File: src/rtl/accum_block_looper_nch_if.sv
// Bundles the loop request, configuration and per-channel block outputs of the
// N-channel accumulation block looper. The slave modport is the looper's own view.
interface accum_block_looper_nch_if #(
  parameter int unsigned WBW   = 16,
  parameter int unsigned VDIM  = 2,
  parameter int unsigned N_CH  = 4,
  parameter int unsigned ID_BW = 3
);
  logic                            src_rdy;
  logic                            src_ack;
  logic [VDIM*WBW-1:0]             i_bofs;
  logic [VDIM*WBW-1:0]             i_agrid_step;
  logic [VDIM*WBW-1:0]             i_agrid_end;
  logic [VDIM*WBW-1:0]             i_aboundary;
  logic [N_CH-1:0]                 i_ch_en;
  logic [N_CH*(VDIM+1)*ID_BW-1:0]  i_id_begs;
  logic [N_CH*(VDIM+1)*ID_BW-1:0]  i_id_ends;
  logic [N_CH-1:0]                 abofs_rdy;
  logic [N_CH-1:0]                 abofs_ack;
  logic [N_CH*VDIM*WBW-1:0]        o_bofs;
  logic [N_CH*VDIM*WBW-1:0]        o_aofs_beg;
  logic [N_CH*VDIM*WBW-1:0]        o_aofs_end;
  logic [N_CH*ID_BW-1:0]           o_id_beg;
  logic [N_CH*ID_BW-1:0]           o_id_end;
  logic                            blkdone_dval;

  modport master (
    output src_rdy, i_bofs, i_agrid_step, i_agrid_end, i_aboundary, i_ch_en,
           i_id_begs, i_id_ends, abofs_ack,
    input  src_ack, abofs_rdy, o_bofs, o_aofs_beg, o_aofs_end, o_id_beg, o_id_end,
           blkdone_dval
  );

  modport slave (
    input  src_rdy, i_bofs, i_agrid_step, i_agrid_end, i_aboundary, i_ch_en,
           i_id_begs, i_id_ends, abofs_ack,
    output src_ack, abofs_rdy, o_bofs, o_aofs_beg, o_aofs_end, o_id_beg, o_id_end,
           blkdone_dval
  );
endinterface

File: src/rtl/accum_block_looper_nch.sv
// Walks a VDIM-dimensional grid of accumulation blocks and broadcasts each block's
// offsets and id range to N_CH consumers through one-entry output slots.
module accum_block_looper_nch #(
  parameter int unsigned WBW     = 16,
  parameter int unsigned VDIM    = 2,
  parameter int unsigned N_CH    = 4,
  parameter int unsigned ID_BW   = 3,
  parameter int unsigned DONE_CH = 3
) (
  input logic                    i_clk,
  input logic                    i_rst_n,
  accum_block_looper_nch_if.slave bus
);

  localparam int unsigned LW = $clog2(VDIM + 1);

  typedef enum logic [1:0] {StIdle, StRun, StFin} state_e;

  state_e               st_q, st_d;
  logic [WBW-1:0]       aofs_q [VDIM];
  logic [WBW-1:0]       aofs_d [VDIM];
  logic [N_CH-1:0]      pending_q, pending_d;
  logic                 fin_done_q, fin_done_d;

  logic [N_CH-1:0]           rdy_q, last_q;
  logic [N_CH*VDIM*WBW-1:0]  bofs_q, abeg_q, aend_q;
  logic [N_CH*ID_BW-1:0]     idb_q, ide_q;

  logic [WBW-1:0]   step  [VDIM];
  logic [WBW-1:0]   gend  [VDIM];
  logic [WBW-1:0]   bound [VDIM];
  logic [WBW:0]     sum   [VDIM];
  logic [WBW-1:0]   aend  [VDIM];
  logic             empty_grid;

  logic [LW-1:0]    lb, le;
  logic             lb_run, le_run;
  logic [ID_BW-1:0] id_beg [N_CH];
  logic [ID_BW-1:0] id_end [N_CH];
  logic [N_CH-1:0]  skip, pend_eff, load;
  logic             is_last, busy, carry;
  logic             src_ack, blkdone;

  // Sums are one bit wider than the offsets so a carry compares as past end/boundary.
  always_comb begin
    empty_grid = 1'b0;
    for (int d = 0; d < VDIM; d++) begin
      step[d]    = bus.i_agrid_step[d*WBW +: WBW];
      gend[d]    = bus.i_agrid_end[d*WBW +: WBW];
      bound[d]   = bus.i_aboundary[d*WBW +: WBW];
      sum[d]     = {1'b0, aofs_q[d]} + {1'b0, step[d]};
      aend[d]    = (sum[d] >= {1'b0, bound[d]}) ? bound[d] : sum[d][WBW-1:0];
      empty_grid = empty_grid | (gend[d] == '0);
    end
  end

  // Begin/end levels: scan from the innermost dim outward while the condition holds.
  always_comb begin
    lb     = LW'(VDIM);
    le     = LW'(VDIM);
    lb_run = 1'b1;
    le_run = 1'b1;
    for (int i = int'(VDIM) - 1; i >= 0; i--) begin
      lb_run = lb_run & (aofs_q[i] == '0);
      le_run = le_run & (sum[i] >= {1'b0, gend[i]});
      if (lb_run) lb = LW'(i);
      if (le_run) le = LW'(i);
    end
  end

  always_comb begin
    for (int c = 0; c < N_CH; c++) begin
      id_beg[c] = bus.i_id_begs[(c * (VDIM + 1) + int'(lb)) * ID_BW +: ID_BW];
      id_end[c] = bus.i_id_ends[(c * (VDIM + 1) + int'(le)) * ID_BW +: ID_BW];
      skip[c]   = ~bus.i_ch_en[c] | (id_beg[c] == id_end[c]);
    end
    pend_eff = pending_q & ~skip;
    load     = (st_q == StRun) ? (pend_eff & ~rdy_q) : '0;
    is_last  = (le == '0);
    // A slot still full after this cycle holds the counter on the current block.
    busy     = |(rdy_q & ~bus.abofs_ack);
  end

  always_comb begin
    st_d       = st_q;
    aofs_d     = aofs_q;
    pending_d  = pending_q & ~load;
    fin_done_d = fin_done_q;
    carry      = 1'b0;
    unique case (st_q)
      StIdle: begin
        if (bus.src_rdy) begin
          if (empty_grid) begin
            st_d       = StFin;
            fin_done_d = 1'b1;
          end else begin
            st_d      = StRun;
            pending_d = bus.i_ch_en;
            for (int d = 0; d < VDIM; d++) aofs_d[d] = '0;
          end
        end
      end
      StRun: begin
        if ((pend_eff == '0) && !busy) begin
          if (is_last) begin
            st_d       = StFin;
            fin_done_d = skip[DONE_CH];
          end else begin
            carry     = 1'b1;
            pending_d = bus.i_ch_en;
            for (int d = int'(VDIM) - 1; d >= 0; d--) begin
              if (carry) begin
                if (sum[d] >= {1'b0, gend[d]}) begin
                  aofs_d[d] = '0;
                end else begin
                  aofs_d[d] = sum[d][WBW-1:0];
                  carry     = 1'b0;
                end
              end
            end
          end
        end
      end
      StFin: st_d = StIdle;
      default: st_d = StIdle;
    endcase

    src_ack = (st_q == StFin);
    blkdone = (st_q == StFin) ? fin_done_q
                              : (rdy_q[DONE_CH] & last_q[DONE_CH] & bus.abofs_ack[DONE_CH]);
  end

  always_ff @(posedge i_clk or negedge i_rst_n) begin
    if (!i_rst_n) begin
      st_q       <= StIdle;
      pending_q  <= '0;
      fin_done_q <= 1'b0;
      for (int d = 0; d < VDIM; d++) aofs_q[d] <= '0;
    end else begin
      st_q       <= st_d;
      pending_q  <= pending_d;
      fin_done_q <= fin_done_d;
      for (int d = 0; d < VDIM; d++) aofs_q[d] <= aofs_d[d];
    end
  end

  // Output slots: a load needs an empty slot, so an ack always costs one bubble.
  always_ff @(posedge i_clk or negedge i_rst_n) begin
    if (!i_rst_n) begin
      rdy_q  <= '0;
      last_q <= '0;
      bofs_q <= '0;
      abeg_q <= '0;
      aend_q <= '0;
      idb_q  <= '0;
      ide_q  <= '0;
    end else begin
      for (int c = 0; c < N_CH; c++) begin
        if (load[c]) begin
          rdy_q[c]                          <= 1'b1;
          last_q[c]                         <= is_last;
          bofs_q[c*VDIM*WBW +: VDIM*WBW]    <= bus.i_bofs;
          for (int d = 0; d < VDIM; d++) begin
            abeg_q[(c*VDIM+d)*WBW +: WBW] <= aofs_q[d];
            aend_q[(c*VDIM+d)*WBW +: WBW] <= aend[d];
          end
          idb_q[c*ID_BW +: ID_BW]           <= id_beg[c];
          ide_q[c*ID_BW +: ID_BW]           <= id_end[c];
        end else if (bus.abofs_ack[c]) begin
          rdy_q[c] <= 1'b0;
        end
      end
    end
  end

  assign bus.src_ack      = src_ack;
  assign bus.blkdone_dval = blkdone;
  assign bus.abofs_rdy    = rdy_q;
  assign bus.o_bofs       = bofs_q;
  assign bus.o_aofs_beg   = abeg_q;
  assign bus.o_aofs_end   = aend_q;
  assign bus.o_id_beg     = idb_q;
  assign bus.o_id_end     = ide_q;

endmodule
File: src/flat_wrapper.sv
// flat-port wrapper written by rule: the top's interface ports become plain ports
module accum_block_looper_nch_flat 
#(
  parameter int unsigned WBW     = 16,
  parameter int unsigned VDIM    = 2,
  parameter int unsigned N_CH    = 4,
  parameter int unsigned ID_BW   = 3,
  parameter int unsigned DONE_CH = 3
)
  (i_clk, i_rst_n, bus_src_rdy, bus_i_bofs, bus_i_agrid_step, bus_i_agrid_end, bus_i_aboundary, bus_i_ch_en, bus_i_id_begs, bus_i_id_ends, bus_abofs_ack, bus_src_ack, bus_abofs_rdy, bus_o_bofs, bus_o_aofs_beg, bus_o_aofs_end, bus_o_id_beg, bus_o_id_end, bus_blkdone_dval);
  accum_block_looper_nch_if #(.WBW(WBW), .VDIM(VDIM), .N_CH(N_CH), .ID_BW(ID_BW)) bus_i ();
  input logic i_clk;
  input logic i_rst_n;
  input wire logic [$bits(bus_i.src_rdy)-1:0] bus_src_rdy;
  input wire logic [$bits(bus_i.i_bofs)-1:0] bus_i_bofs;
  input wire logic [$bits(bus_i.i_agrid_step)-1:0] bus_i_agrid_step;
  input wire logic [$bits(bus_i.i_agrid_end)-1:0] bus_i_agrid_end;
  input wire logic [$bits(bus_i.i_aboundary)-1:0] bus_i_aboundary;
  input wire logic [$bits(bus_i.i_ch_en)-1:0] bus_i_ch_en;
  input wire logic [$bits(bus_i.i_id_begs)-1:0] bus_i_id_begs;
  input wire logic [$bits(bus_i.i_id_ends)-1:0] bus_i_id_ends;
  input wire logic [$bits(bus_i.abofs_ack)-1:0] bus_abofs_ack;
  output wire logic [$bits(bus_i.src_ack)-1:0] bus_src_ack;
  output wire logic [$bits(bus_i.abofs_rdy)-1:0] bus_abofs_rdy;
  output wire logic [$bits(bus_i.o_bofs)-1:0] bus_o_bofs;
  output wire logic [$bits(bus_i.o_aofs_beg)-1:0] bus_o_aofs_beg;
  output wire logic [$bits(bus_i.o_aofs_end)-1:0] bus_o_aofs_end;
  output wire logic [$bits(bus_i.o_id_beg)-1:0] bus_o_id_beg;
  output wire logic [$bits(bus_i.o_id_end)-1:0] bus_o_id_end;
  output wire logic [$bits(bus_i.blkdone_dval)-1:0] bus_blkdone_dval;
  assign bus_i.src_rdy = bus_src_rdy;
  assign bus_i.i_bofs = bus_i_bofs;
  assign bus_i.i_agrid_step = bus_i_agrid_step;
  assign bus_i.i_agrid_end = bus_i_agrid_end;
  assign bus_i.i_aboundary = bus_i_aboundary;
  assign bus_i.i_ch_en = bus_i_ch_en;
  assign bus_i.i_id_begs = bus_i_id_begs;
  assign bus_i.i_id_ends = bus_i_id_ends;
  assign bus_i.abofs_ack = bus_abofs_ack;
  assign bus_src_ack = bus_i.src_ack;
  assign bus_abofs_rdy = bus_i.abofs_rdy;
  assign bus_o_bofs = bus_i.o_bofs;
  assign bus_o_aofs_beg = bus_i.o_aofs_beg;
  assign bus_o_aofs_end = bus_i.o_aofs_end;
  assign bus_o_id_beg = bus_i.o_id_beg;
  assign bus_o_id_end = bus_i.o_id_end;
  assign bus_blkdone_dval = bus_i.blkdone_dval;
  accum_block_looper_nch #(.WBW(WBW), .VDIM(VDIM), .N_CH(N_CH), .ID_BW(ID_BW), .DONE_CH(DONE_CH)) u_core (.i_clk(i_clk), .i_rst_n(i_rst_n), .bus(bus_i));
endmodule
File: config.mk
export PLATFORM = sky130hd
export DESIGN_NAME = accum_block_looper_nch_flat
export DESIGN_NICKNAME = d
export VERILOG_FILES = /design/src/rtl/accum_block_looper_nch_if.sv /design/src/rtl/accum_block_looper_nch.sv /design/src/flat_wrapper.sv
export SDC_FILE = /design/constraint.sdc
export NUM_CORES = 1
export LEC_CHECK = 0
export CAP_MARGIN = 40
export CORE_MARGIN = 3
export CORE_UTILIZATION = 25
export DETAILED_ROUTE_END_ITERATION = 10
export SYNTH_ARGS = -nofsm -noshare
export SYNTH_HDL_FRONTEND = slang
export SYNTH_SLANG_ARGS = --single-unit
File: constraint.sdc
create_clock -name i_clk -period 5.4 [get_ports i_clk]
set_clock_uncertainty 0.2 [all_clocks]
set_input_delay 0.54 -clock i_clk [delete_from_list [all_inputs] [get_ports i_clk]]
set_output_delay 0.54 -clock i_clk [all_outputs]
set_load 0.01 [all_outputs]
==> flow_metrics.py, run 1 <==
metrics = {
    "timing": {
        "slew_headroom_pct": 38.9,
        "post-route-min-period_ns": 5.69,
        "period_share_pct": 105,
        "fin_ws_ns": -0.289,
        "setup_viol": 389,
        "drv_slew": 0,
        "clock.fmax_mhz": 176,
        "rsz0062_at_grt": "yes",
        "tightest_slew_ns": 0.917,
        "tns_ns": -62.39,
        "hold_viol": 0,
    },
    "layout": {
        "layout_common_cells": "621 x clkdlybuf4s50_1, 452 x dfrtp_1, 250 x buf_4, 206 x mux2_2, 203 x nand2_1",
        "final_common_cell": "clkdlybuf4s50_1",
        "drive_gt1_share_pct": 27.5,
        "synthToLayoutAreaGrowth_pct": 63.0,
        "fillerInstances": 8082,
        "fin_nets": 3089,
    },
    "power_and_ir_drop": {
        "p_comb_share_pct": 60.4,
        "seqPwrFrac_pct": 24.2,
        "peakVddDrop_uv": 347,
        "p_sw_share_pct": 38.1,
        "p_sw_w": 0.00920,
        "power.density_nw_per_um2": 696,
        "p_total_w": 0.0242,
        "p_int_w": 0.0150,
        "power.share.clock_pct": 15.4,
        "leakage_nw": 15.9,
    },
    "floorplanning": {
        "initial_core_util_pct": 25.3,
        "dieArea_sq_um": 88800,
        "core_region_area_sq_um": 84100,
        "ios": 625,
        "die_h_microns": 298,
        "die_w_microns": 298,
        "std_cell_rows": 106,
    },
    "hold_path": {
        "hp-class": "reg2reg",
    },
    "yosys": {
        "synth-edff-count": 0,
        "yosysUniqueCellTypes": 72,
        "async_flop_share_pct": 100,
        "syn-num-nets": 2152,
        "ys_warn_count": 0,
        "synth_flop_cell": "dfrtp_1",
        "synth_area_per_cell_sq_um": 11.6,
        "synth-seq-area-share_pct": 53.1,
        "syn_area_sq_um": 21300,
        "ys_ff_latch": 452,
        "netlist_instances": 1843,
    },
    "setup_path": {
        "crit_path_top_delay_cell": "dfrtp_1",
        "cp_top_family": "compound AO/OA/AOI/OAI gates",
        "crit_cells": 26,
        "worstPathArrival_ns": 5.95,
        "critPathCapture": "u_core.bus.o_aofs_beg[18]$_DFFE_PN0P_",
        "critPathKind": "reg2reg",
        "startpoint_type": "flop",
        "required_ns": 5.66,
        "crit_fanout": 9,
        "cpPeakStageDelay_ns": 0.42,
        "rrSetupSlack_ns": -0.29,
        "reg2reg_to": "u_core.bus.o_aofs_beg[18]$_DFFE_PN0P_",
        "timing.rr.start": "u_core.aofs_q[16]$_DFFE_PN0P_",
        "path_buf_inv": 5,
        "timing.critical_path.from": "u_core.aofs_q[16]$_DFFE_PN0P_",
        "end_kind": "flop",
        "reg2regPathDepth": 26,
    },
    "global_route": {
        "grt_pass1_vias": 18217,
        "grt_usage_pct": 18.2,
        "grt_pass1_wl_microns": 122000,
        "grt_start_max_net_pins": 114,
        "grt-ovfl-total": 0,
        "antenna_found_initial": 17,
    },
    "route": {
        "wire_per_inst_microns": 23.1,
        "routedLengthMet1_microns": 38100,
        "drc": 0,
        "met2_length_microns": 44600,
        "final_antenna_net_count": 0,
        "first_iter_violations": 919,
        "routed.top_layer": "met5",
        "drt_pass1_iterations": 7,
        "vias": 18104,
        "vias_per_cell": 4.57,
        "routed_wirelength_microns": 91400,
        "wl_met3_microns": 5670,
    },
    "outcome": {
        "violations": "negative setup slack",
        "outcome": "finished, violations left",
    },
    "clocking": {
        "clock-sinks": 452,
        "cts_max_level": 2,
        "root_buffer": "clkbuf_16",
        "clk_latency_ns": 0.61,
        "clock_path_buffers": 3,
        "cts_inserted_buffers": 53,
        "cts_tree": "done",
        "clk_pin_slew_ns": 0.06,
    },
    "job": {
        "maxCapViolCount": 0,
    },
    "place": {
        "gp_congestion": 0.858,
        "place.port_buffers": 624,
        "hpwl_microns": 65700,
        "pre_cts_ws_ns": -1.10,
    },
}
==> how the worst min path moves through the flow <==
| stage | slack (ns) | endpoint | depth (start not counted) | startpoint |
|---|---|---|---|---|
| 3_3_place_gp | 0.26 | u_core.bus.o_aofs_end[38]$_DFFE_PN0P_ | 2 | u_core.bus.o_aofs_end[38]$_DFFE_PN0P_ |
| 3_5_place_dp | 0.27 | u_core.bus.o_aofs_end[38]$_DFFE_PN0P_ | 2 | u_core.bus.o_aofs_end[38]$_DFFE_PN0P_ |
| 6_report | 0.27 | u_core.bus.o_aofs_end[119]$_DFFE_PN0P_ | 2 | u_core.bus.o_aofs_end[119]$_DFFE_PN0P_ |
| 5_1_grt | 0.30 | u_core.bus.o_aofs_end[38]$_DFFE_PN0P_ | 2 | u_core.bus.o_aofs_end[38]$_DFFE_PN0P_ |
| 4_1_cts | 0.28 | u_core.bus.o_aofs_end[38]$_DFFE_PN0P_ | 2 | u_core.bus.o_aofs_end[38]$_DFFE_PN0P_ |
| 2_1_floorplan | 0.04 | u_core.aofs_q[0]$_DFFE_PN0P_ | 0 | i_rst_n |
==> routing by layer <==
layer,vias to the layer above,global-route usage [%]
met4,6,6.60
met1,8950,22.0
met5,-,0
li1,8455,-
met3,141,4.88
met2,552,31.2
==> flip-flops by register name, summed over array words and instances, names as in the netlist <==
register,flops
u_core.bus.o_id_beg,12
u_core.bus.o_aofs_beg,128
u_core.bus.abofs_rdy,4
u_core.bus.o_aofs_end,128
u_core.fin_done_q,1
u_core.st_q,2
u_core.aofs_q,32
u_core.last_q,1
u_core.bus.o_bofs,128
u_core.bus.o_id_end,12
u_core.pending_q,4
==> power by group through the flow <==
stage                     sequential [W]  combinational [W]  clock (W)
after CTS                        0.00583             0.0132    0.00381
after detailed placement         0.00587             0.0129          0
final                            0.00585             0.0146    0.00371
after global placement           0.00582             0.0128          0
after global routing             0.00604             0.0157    0.00393
after floorplan                  0.00643            0.00506          0
==> stage by stage <==
stage	hold slack, ns	utilization (%)	cells	instance area [sq um]
5_1_grt	0.303	41.3	3960	34700
2_1_floorplan	0.0444	-	1843	21400
4_1_cts	0.281	39.4	3878	33100
6_report	0.274	41.3	3964	34700
3_5_place_dp	0.268	36.9	3777	31100
3_3_place_gp	0.261	36.9	3775	31000
==> cells by family after synthesis <==
logic type,Yosys count,synth area share (%)
compound gates,378,10.6
fa+ha+maj,98,5.82
mux,321,16.9
simple gates,369,8.18
buf+inv,172,3.25
xor+xnor,53,2.18
flops,452,53.1
==> final cells by class <==
class                           instances  area, sq um  area share [%]
Inverter                               89          334           0.962
Clock inverter                         18          264           0.760
Clock buffer                           74         1500            4.31
Tap cell                             1134         1420            4.09
Multi-Input combinational cell       1219        10100            28.9
Antenna cell                           13         32.5          0.0937
Timing Repair Buffer                  965         9820            28.3
Sequential cell                       452        11300            32.6
==> cell usage after synthesis (8+ instances only) <==
library cell	count	area, sq um
a211oi_1	12	90.1
a21o_1	16	120
a21oi_1	65	325
a22o_1	16	140
a31oi_1	14	87.6
and2_1	9	56.3
buf_2	26	130
clkbuf_1	49	184
dfrtp_1	452	11300
ha_1	96	1200
inv_1	89	334
mux2_2	266	3000
mux2i_1	49	490
nand2_1	204	766
nand2b_1	11	68.8
nand3_1	18	90.1
nand4_1	17	106
nor2_1	38	143
nor3_1	18	90.1
nor4_1	16	100
o21a_1	12	90.1
o21ai_0	181	906
o21ai_1	9	45.0
xnor2_1	45	394
xor2_1	8	70.1
==> repair_timing <==
action                                  in CTS  in global routing
hold endpoints to repair                   103                  0
gates cloned                                 0                 29
pin swaps                                   22                 20
hold buffers                                 1                  0
endpoints found under the setup margin     420                450
setup buffers                                8                 44
gates resized for setup                     50                152
==> worst register-to-register path: stages, from the launching register on <==
cell and delay [ns]:
dfrtp_1 0.42, ha_4 0.18, fa_2 0.39, a211oi_4 0.30, o21ai_2 0.09, a21bo_2 0.22, a31oi_1 0.16, nor2_1 0.06
nor2_1 0.12, o21bai_1 0.08, a21oi_1 0.18, xnor2_1 0.17, ha_1 0.30, a211oi_2 0.23, o21ai_1 0.12, a21oi_2 0.26
o22a_4 0.23, buf_12 0.14, nand3_4 0.09, a31oi_4 0.21, xnor2_2 0.11, buf_4 0.17, o311ai_4 0.29, buf_6 0.17
buf_12 0.19, buf_16 0.16, mux2_2 0.33
(Power assumes the default switching activity.)
==> run 2, diff against run 1 <==
CTS_CLUSTER_DIAMETER = 30   (was not set)
==> flow_metrics.py, run 2 (synthesis results as in run 1) <==
metrics = {
    "outcome": {
        "outcome": "finished, violations left",
        "violations": "negative setup slack",
    },
    "floorplanning": {
        "die_h_microns": 298,
        "dieArea_sq_um": 88800,
        "initial_core_util_pct": 25.3,
        "std_cell_rows": 106,
        "core_region_area_sq_um": 84100,
        "die_w_microns": 298,
        "ios": 625,
    },
    "setup_path": {
        "critPathKind": "reg2reg",
        "crit_path_top_delay_cell": "dfrtp_1",
        "end_kind": "flop",
        "required_ns": 5.76,
        "path_common_cell": "buf_6",
        "startpoint_type": "flop",
        "cpPeakStageDelay_ns": 0.41,
        "worstPathArrival_ns": 5.98,
        "crit_fanout": 7,
    },
    "route": {
        "drc": 0,
        "wire_per_inst_microns": 24.0,
        "final_antenna_net_count": 0,
        "routed_wirelength_microns": 99700,
        "drt_pass1_iterations": 5,
        "first_iter_violations": 1052,
        "vias_per_cell": 4.69,
        "vias": 19481,
    },
    "clocking": {
        "clock_path_buffers": 3,
        "root_buffer": "clkbuf_16",
        "cts_inserted_buffers": 118,
        "cts_max_level": 3,
        "clk_pin_slew_ns": 0.05,
        "clock-sinks": 452,
        "cts_tree": "done",
        "clk_latency_ns": 0.70,
    },
    "power_and_ir_drop": {
        "p_int_w": 0.0194,
        "power.density_nw_per_um2": 764,
        "leakage_nw": 18.6,
        "p_total_w": 0.0306,
        "p_sw_share_pct": 36.4,
        "p_sw_w": 0.0111,
        "p_comb_share_pct": 55.0,
        "seqPwrFrac_pct": 19.8,
        "peakVddDrop_uv": 412,
        "power.share.clock_pct": 25.2,
    },
    "global_route": {
        "antenna_found_initial": 20,
        "grt_pass1_vias": 19730,
        "grt_usage_pct": 20.0,
        "grt-ovfl-total": 0,
        "grt_start_max_net_pins": 114,
        "grt_pass1_wl_microns": 133000,
    },
    "place": {
        "gp_congestion": 0.858,
        "hpwl_microns": 65700,
        "place.port_buffers": 624,
    },
    "layout": {
        "synthToLayoutAreaGrowth_pct": 87.9,
        "final_common_cell": "clkdlybuf4s50_1",
        "drive_gt1_share_pct": 38.1,
        "fin_nets": 3211,
        "layout_common_cells": "623 x clkdlybuf4s50_1, 452 x dfrtp_1, 223 x buf_4, 206 x mux2_4, 143 x clkbuf_16",
    },
    "job": {
        "maxCapViolCount": 0,
    },
    "timing": {
        "slew_headroom_pct": 37.3,
        "drv_slew": 0,
        "rsz0062_at_grt": "yes",
        "tightest_slew_ns": 0.940,
        "holdWs_ns": 0.275,
        "clock.fmax_mhz": 178,
        "period_share_pct": 104,
        "setup_viol": 332,
        "fin_ws_ns": -0.215,
        "post-route-min-period_ns": 5.62,
        "hold_viol": 0,
    },
    "hold_path": {
        "hp-class": "reg2reg",
    },
}
## run 2: cell types whose count changed in the layout (fill, tap and decap cells not counted), moves of 46 or more
cell | previous run | this run
o21ai_0 | 164 | 52
o21ai_2 | 6 | 69
nand2_2 | 0 | 63
nand2_1 | 203 | 103
o21ai_1 | 17 | 63
mux2_4 | 60 | 206
mux2_2 | 206 | 61
clkbuf_16 | 74 | 143
## run 2: metal layers
metal | share of wire [%] | vias up | wire (microns) | track usage (%)
met5 | 0.052 | - | 52 | 0
met4 | 3.9 | 8 | 3880 | 8.17
met3 | 7.0 | 202 | 7000 | 6.44
met2 | 49 | 728 | 49300 | 34.0
met1 | 40 | 9760 | 39400 | 23.3
li1 | - | 8783 | - | -
## run 2: final timing paths
kind	from	to	cells past startpoint	slack, ns
worst max-delay path	u_core.aofs_q[16]$_DFFE_PN0P_	u_core.bus.o_aofs_beg[1]$_DFFE_PN0P_	28	-0.22
worst min-delay path	u_core.bus.o_id_beg[11]$_DFFE_PN0P_	u_core.bus.o_id_beg[11]$_DFFE_PN0P_	2	0.28
worst max register to register	u_core.aofs_q[16]$_DFFE_PN0P_	u_core.bus.o_aofs_beg[1]$_DFFE_PN0P_	28	-0.22
worst min register to register	u_core.bus.o_id_beg[11]$_DFFE_PN0P_	u_core.bus.o_id_beg[11]$_DFFE_PN0P_	2	0.28
max in group asynchronous	i_rst_n	u_core.bus.o_id_end[4]$_DFFE_PN0P_	3	3.41
min in group asynchronous	i_rst_n	u_core.bus.o_aofs_end[46]$_DFFE_PN0P_	2	0.33
## run 2: worst max-delay path: cells and delay by family, from the launching register on
| family | cells | cell delay (ns) |
|---|---|---|
| mux | 1 | 0.30 |
| fa+ha+maj | 3 | 0.86 |
| xor+xnor | 1 | 0.17 |
| compound gates | 13 | 2.18 |
| buf+inv | 7 | 1.04 |
| flops | 1 | 0.41 |
| simple gates | 3 | 0.30 |
## run 2: metrics by stage
step	TNS (ns)	worst slack (ns)	util (%)	std cells	area [sq um]
global placement	-346.13	-0.993	36.9	3775	31000
CTS	-16.30	-0.135	44.3	4061	37300
global route	-123.31	-0.441	47.6	4149	40000
detailed placement	-370.52	-1.10	36.9	3777	31100
finish	-37.27	-0.215	47.6	4152	40000
floorplan	-0.227	-0.0171	-	1843	21400
## run 2: timing repair
| action | 4_1_cts | 5_1_grt |
|---|---|---|
| gates cloned | 17 | 32 |
| hold endpoints to repair | 103 | 0 |
| endpoints found under the setup margin | 415 | 451 |
| hold buffers | 1 | 0 |
| setup buffers | 45 | 54 |
| pin swaps | 71 | 99 |
| resized for setup | 250 | 553 |
## run 2: power groups by stage
stage,registers (W),clock network [W],logic (W)
2_1_floorplan,0.00643,0,0.00506
4_1_cts,0.00587,0.00779,0.0146
5_1_grt,0.00621,0.00801,0.0179
3_5_place_dp,0.00587,0,0.0129
6_report,0.00604,0.00770,0.0168
3_3_place_gp,0.00582,0,0.0128
## run 2: final cells by class
cell class              instances  area (sq um)
fillers                      7481         44000
multi-input cells            1219         11400
flip-flops and latches        452         11300
repair buffers               1022         11100
clock buffers                 140          3180
well taps                    1134          1420
clock inverters                82          1260
inverters                      89           334
diodes                         14          35.0
==> run 3, diff against run 2 <==
ABC_CLOCK_PERIOD_IN_PS = 5400   (was not set)
SKIP_LAST_GASP = 1   (was not set)
==> flow_metrics.py, run 3 (synthesis results as in run 1) <==
metrics = {
    "floorplanning": {
        "die_w_microns": 298,
        "std_cell_rows": 106,
        "initial_core_util_pct": 25.3,
        "die_h_microns": 298,
        "ios": 625,
        "core_region_area_sq_um": 84100,
        "dieArea_sq_um": 88800,
    },
    "setup_path": {
        "end_kind": "flop",
        "crit_fanout": 8,
        "crit_path_top_delay_cell": "dfrtp_1",
        "worstPathArrival_ns": 5.97,
        "required_ns": 5.74,
        "startpoint_type": "flop",
        "cpPeakStageDelay_ns": 0.42,
        "rrSetupSlack_ns": -0.22,
        "critPathKind": "reg2reg",
    },
    "place": {
        "pre_cts_ws_ns": -1.10,
        "hpwl_microns": 65700,
        "place.port_buffers": 624,
        "placed_cell_area_sq_um": 31100,
        "gp_congestion": 0.858,
    },
    "clocking": {
        "cts_tree": "done",
        "cts_max_level": 3,
        "clk_pin_slew_ns": 0.05,
        "clock-sinks": 452,
        "root_buffer": "clkbuf_16",
        "clk_latency_ns": 0.70,
        "clock_path_buffers": 3,
        "cts_inserted_buffers": 118,
    },
    "timing": {
        "slew_headroom_pct": 38.2,
        "clock.fmax_mhz": 178,
        "period_share_pct": 104,
        "holdWs_ns": 0.275,
        "tightest_slew_ns": 0.927,
        "post-route-min-period_ns": 5.62,
        "fin_ws_ns": -0.222,
        "rsz0062_at_grt": "yes",
        "drv_slew": 0,
        "hold_viol": 0,
        "setup_viol": 347,
    },
    "power_and_ir_drop": {
        "peakVddDrop_uv": 426,
        "power.density_nw_per_um2": 763,
        "seqPwrFrac_pct": 19.8,
        "p_comb_share_pct": 55.0,
        "power.share.clock_pct": 25.2,
        "p_int_w": 0.0194,
        "p_sw_share_pct": 36.5,
        "p_sw_w": 0.0111,
        "leakage_nw": 18.6,
    },
    "route": {
        "drc": 0,
        "drt_pass1_iterations": 5,
        "routed_wirelength_microns": 99700,
        "wire_per_inst_microns": 24.0,
        "first_iter_violations": 1035,
        "vias": 19419,
        "final_antenna_net_count": 0,
        "vias_per_cell": 4.68,
    },
    "job": {
        "maxCapViolCount": 0,
    },
    "global_route": {
        "grt_pass1_vias": 19719,
        "grt_usage_pct": 20.0,
        "antenna_found_initial": 21,
        "grt_start_max_net_pins": 114,
        "grt-ovfl-total": 0,
        "grt_pass1_wl_microns": 132000,
    },
    "hold_path": {
        "hp-class": "reg2reg",
    },
    "layout": {
        "fin_nets": 3208,
        "design_area_sq_um": 40000,
        "fillerInstances": 7477,
        "synthToLayoutAreaGrowth_pct": 87.7,
        "drive_gt1_share_pct": 38.2,
        "layout_common_cells": "623 x clkdlybuf4s50_1, 452 x dfrtp_1, 221 x buf_4, 198 x mux2_4, 142 x clkbuf_16",
        "final_common_cell": "clkdlybuf4s50_1",
    },
    "outcome": {
        "outcome": "finished, violations left",
        "violations": "negative setup slack",
    },
}
## run 3: power by group through the flow
stage               Clock [W]  Sequential (W)  Combinational (W)
floorplan                   0         0.00643            0.00506
global placement            0         0.00582             0.0128
detailed placement          0         0.00587             0.0129
CTS                   0.00779         0.00587             0.0146
global route          0.00800         0.00622             0.0178
finish                0.00770         0.00604             0.0168
## run 3: critical path: cells and delay by family (launching register included)
kind	cells	cell delay, ns
AO/OA/AOI/OAI	13	2.11
XOR/XNOR	1	0.17
adder cells (fa/ha/maj)	3	0.87
buffers and inverters	6	1.02
flip-flops	1	0.42
multiplexers	1	0.35
AND/OR/NAND/NOR	3	0.35
## run 3: worst paths after layout
| path | start | end | cells after the start |
|---|---|---|---|
| hold reg to reg | u_core.bus.o_id_beg[11]$_DFFE_PN0P_ | u_core.bus.o_id_beg[11]$_DFFE_PN0P_ | 2 |
| min in group asynchronous | i_rst_n | u_core.bus.o_aofs_end[46]$_DFFE_PN0P_ | 2 |
| hold / removal | u_core.bus.o_id_beg[11]$_DFFE_PN0P_ | u_core.bus.o_id_beg[11]$_DFFE_PN0P_ | 2 |
| setup reg to reg | u_core.aofs_q[16]$_DFFE_PN0P_ | u_core.bus.o_bofs[93]$_DFFE_PN0P_ | 27 |
| setup / recovery | u_core.aofs_q[16]$_DFFE_PN0P_ | u_core.bus.o_bofs[93]$_DFFE_PN0P_ | 27 |
| max in group asynchronous | i_rst_n | u_core.bus.o_bofs[15]$_DFFE_PN0P_ | 3 |
## run 3: layout make-up
cell class,instances,area (sq um),area share [%]
Timing Repair Buffer,1019,11100,27.7
Clock buffer,140,3180,7.94
Sequential cell,452,11300,28.3
Tap cell,1134,1420,3.55
Inverter,89,334,0.835
Clock inverter,82,1260,3.15
Antenna cell,13,32.5,0.0813
Multi-Input combinational cell,1219,11400,28.5
## run 3: timing repair
action,CTS,global route
buffers inserted,45,52
cloned,17,31
endpoints found under the setup margin,415,451
resized for setup,229,567
hold endpoints to repair,103,0
hold buffers,1,0
pin swaps,70,97
## run 3: per-stage QoR
step           instances  util, %  power [W]  TNS [ns]
2_1_floorplan       1843        -     0.0115    -0.227
3_3_place_gp        3775     36.9     0.0186   -346.13
3_5_place_dp        3777     36.9     0.0188   -370.52
4_1_cts             4061     44.2     0.0283    -16.71
5_1_grt             4146     47.6     0.0320   -127.96
6_report            4148     47.6     0.0305    -36.94
## run 3: routing by layer
layer,vias up,track usage (%),share of wire [%]
met4,8,7.93,4.0
met3,198,6.41,7.0
li1,8773,-,-
met5,-,0,0.055
met1,9717,23.2,40
met2,723,34.1,49
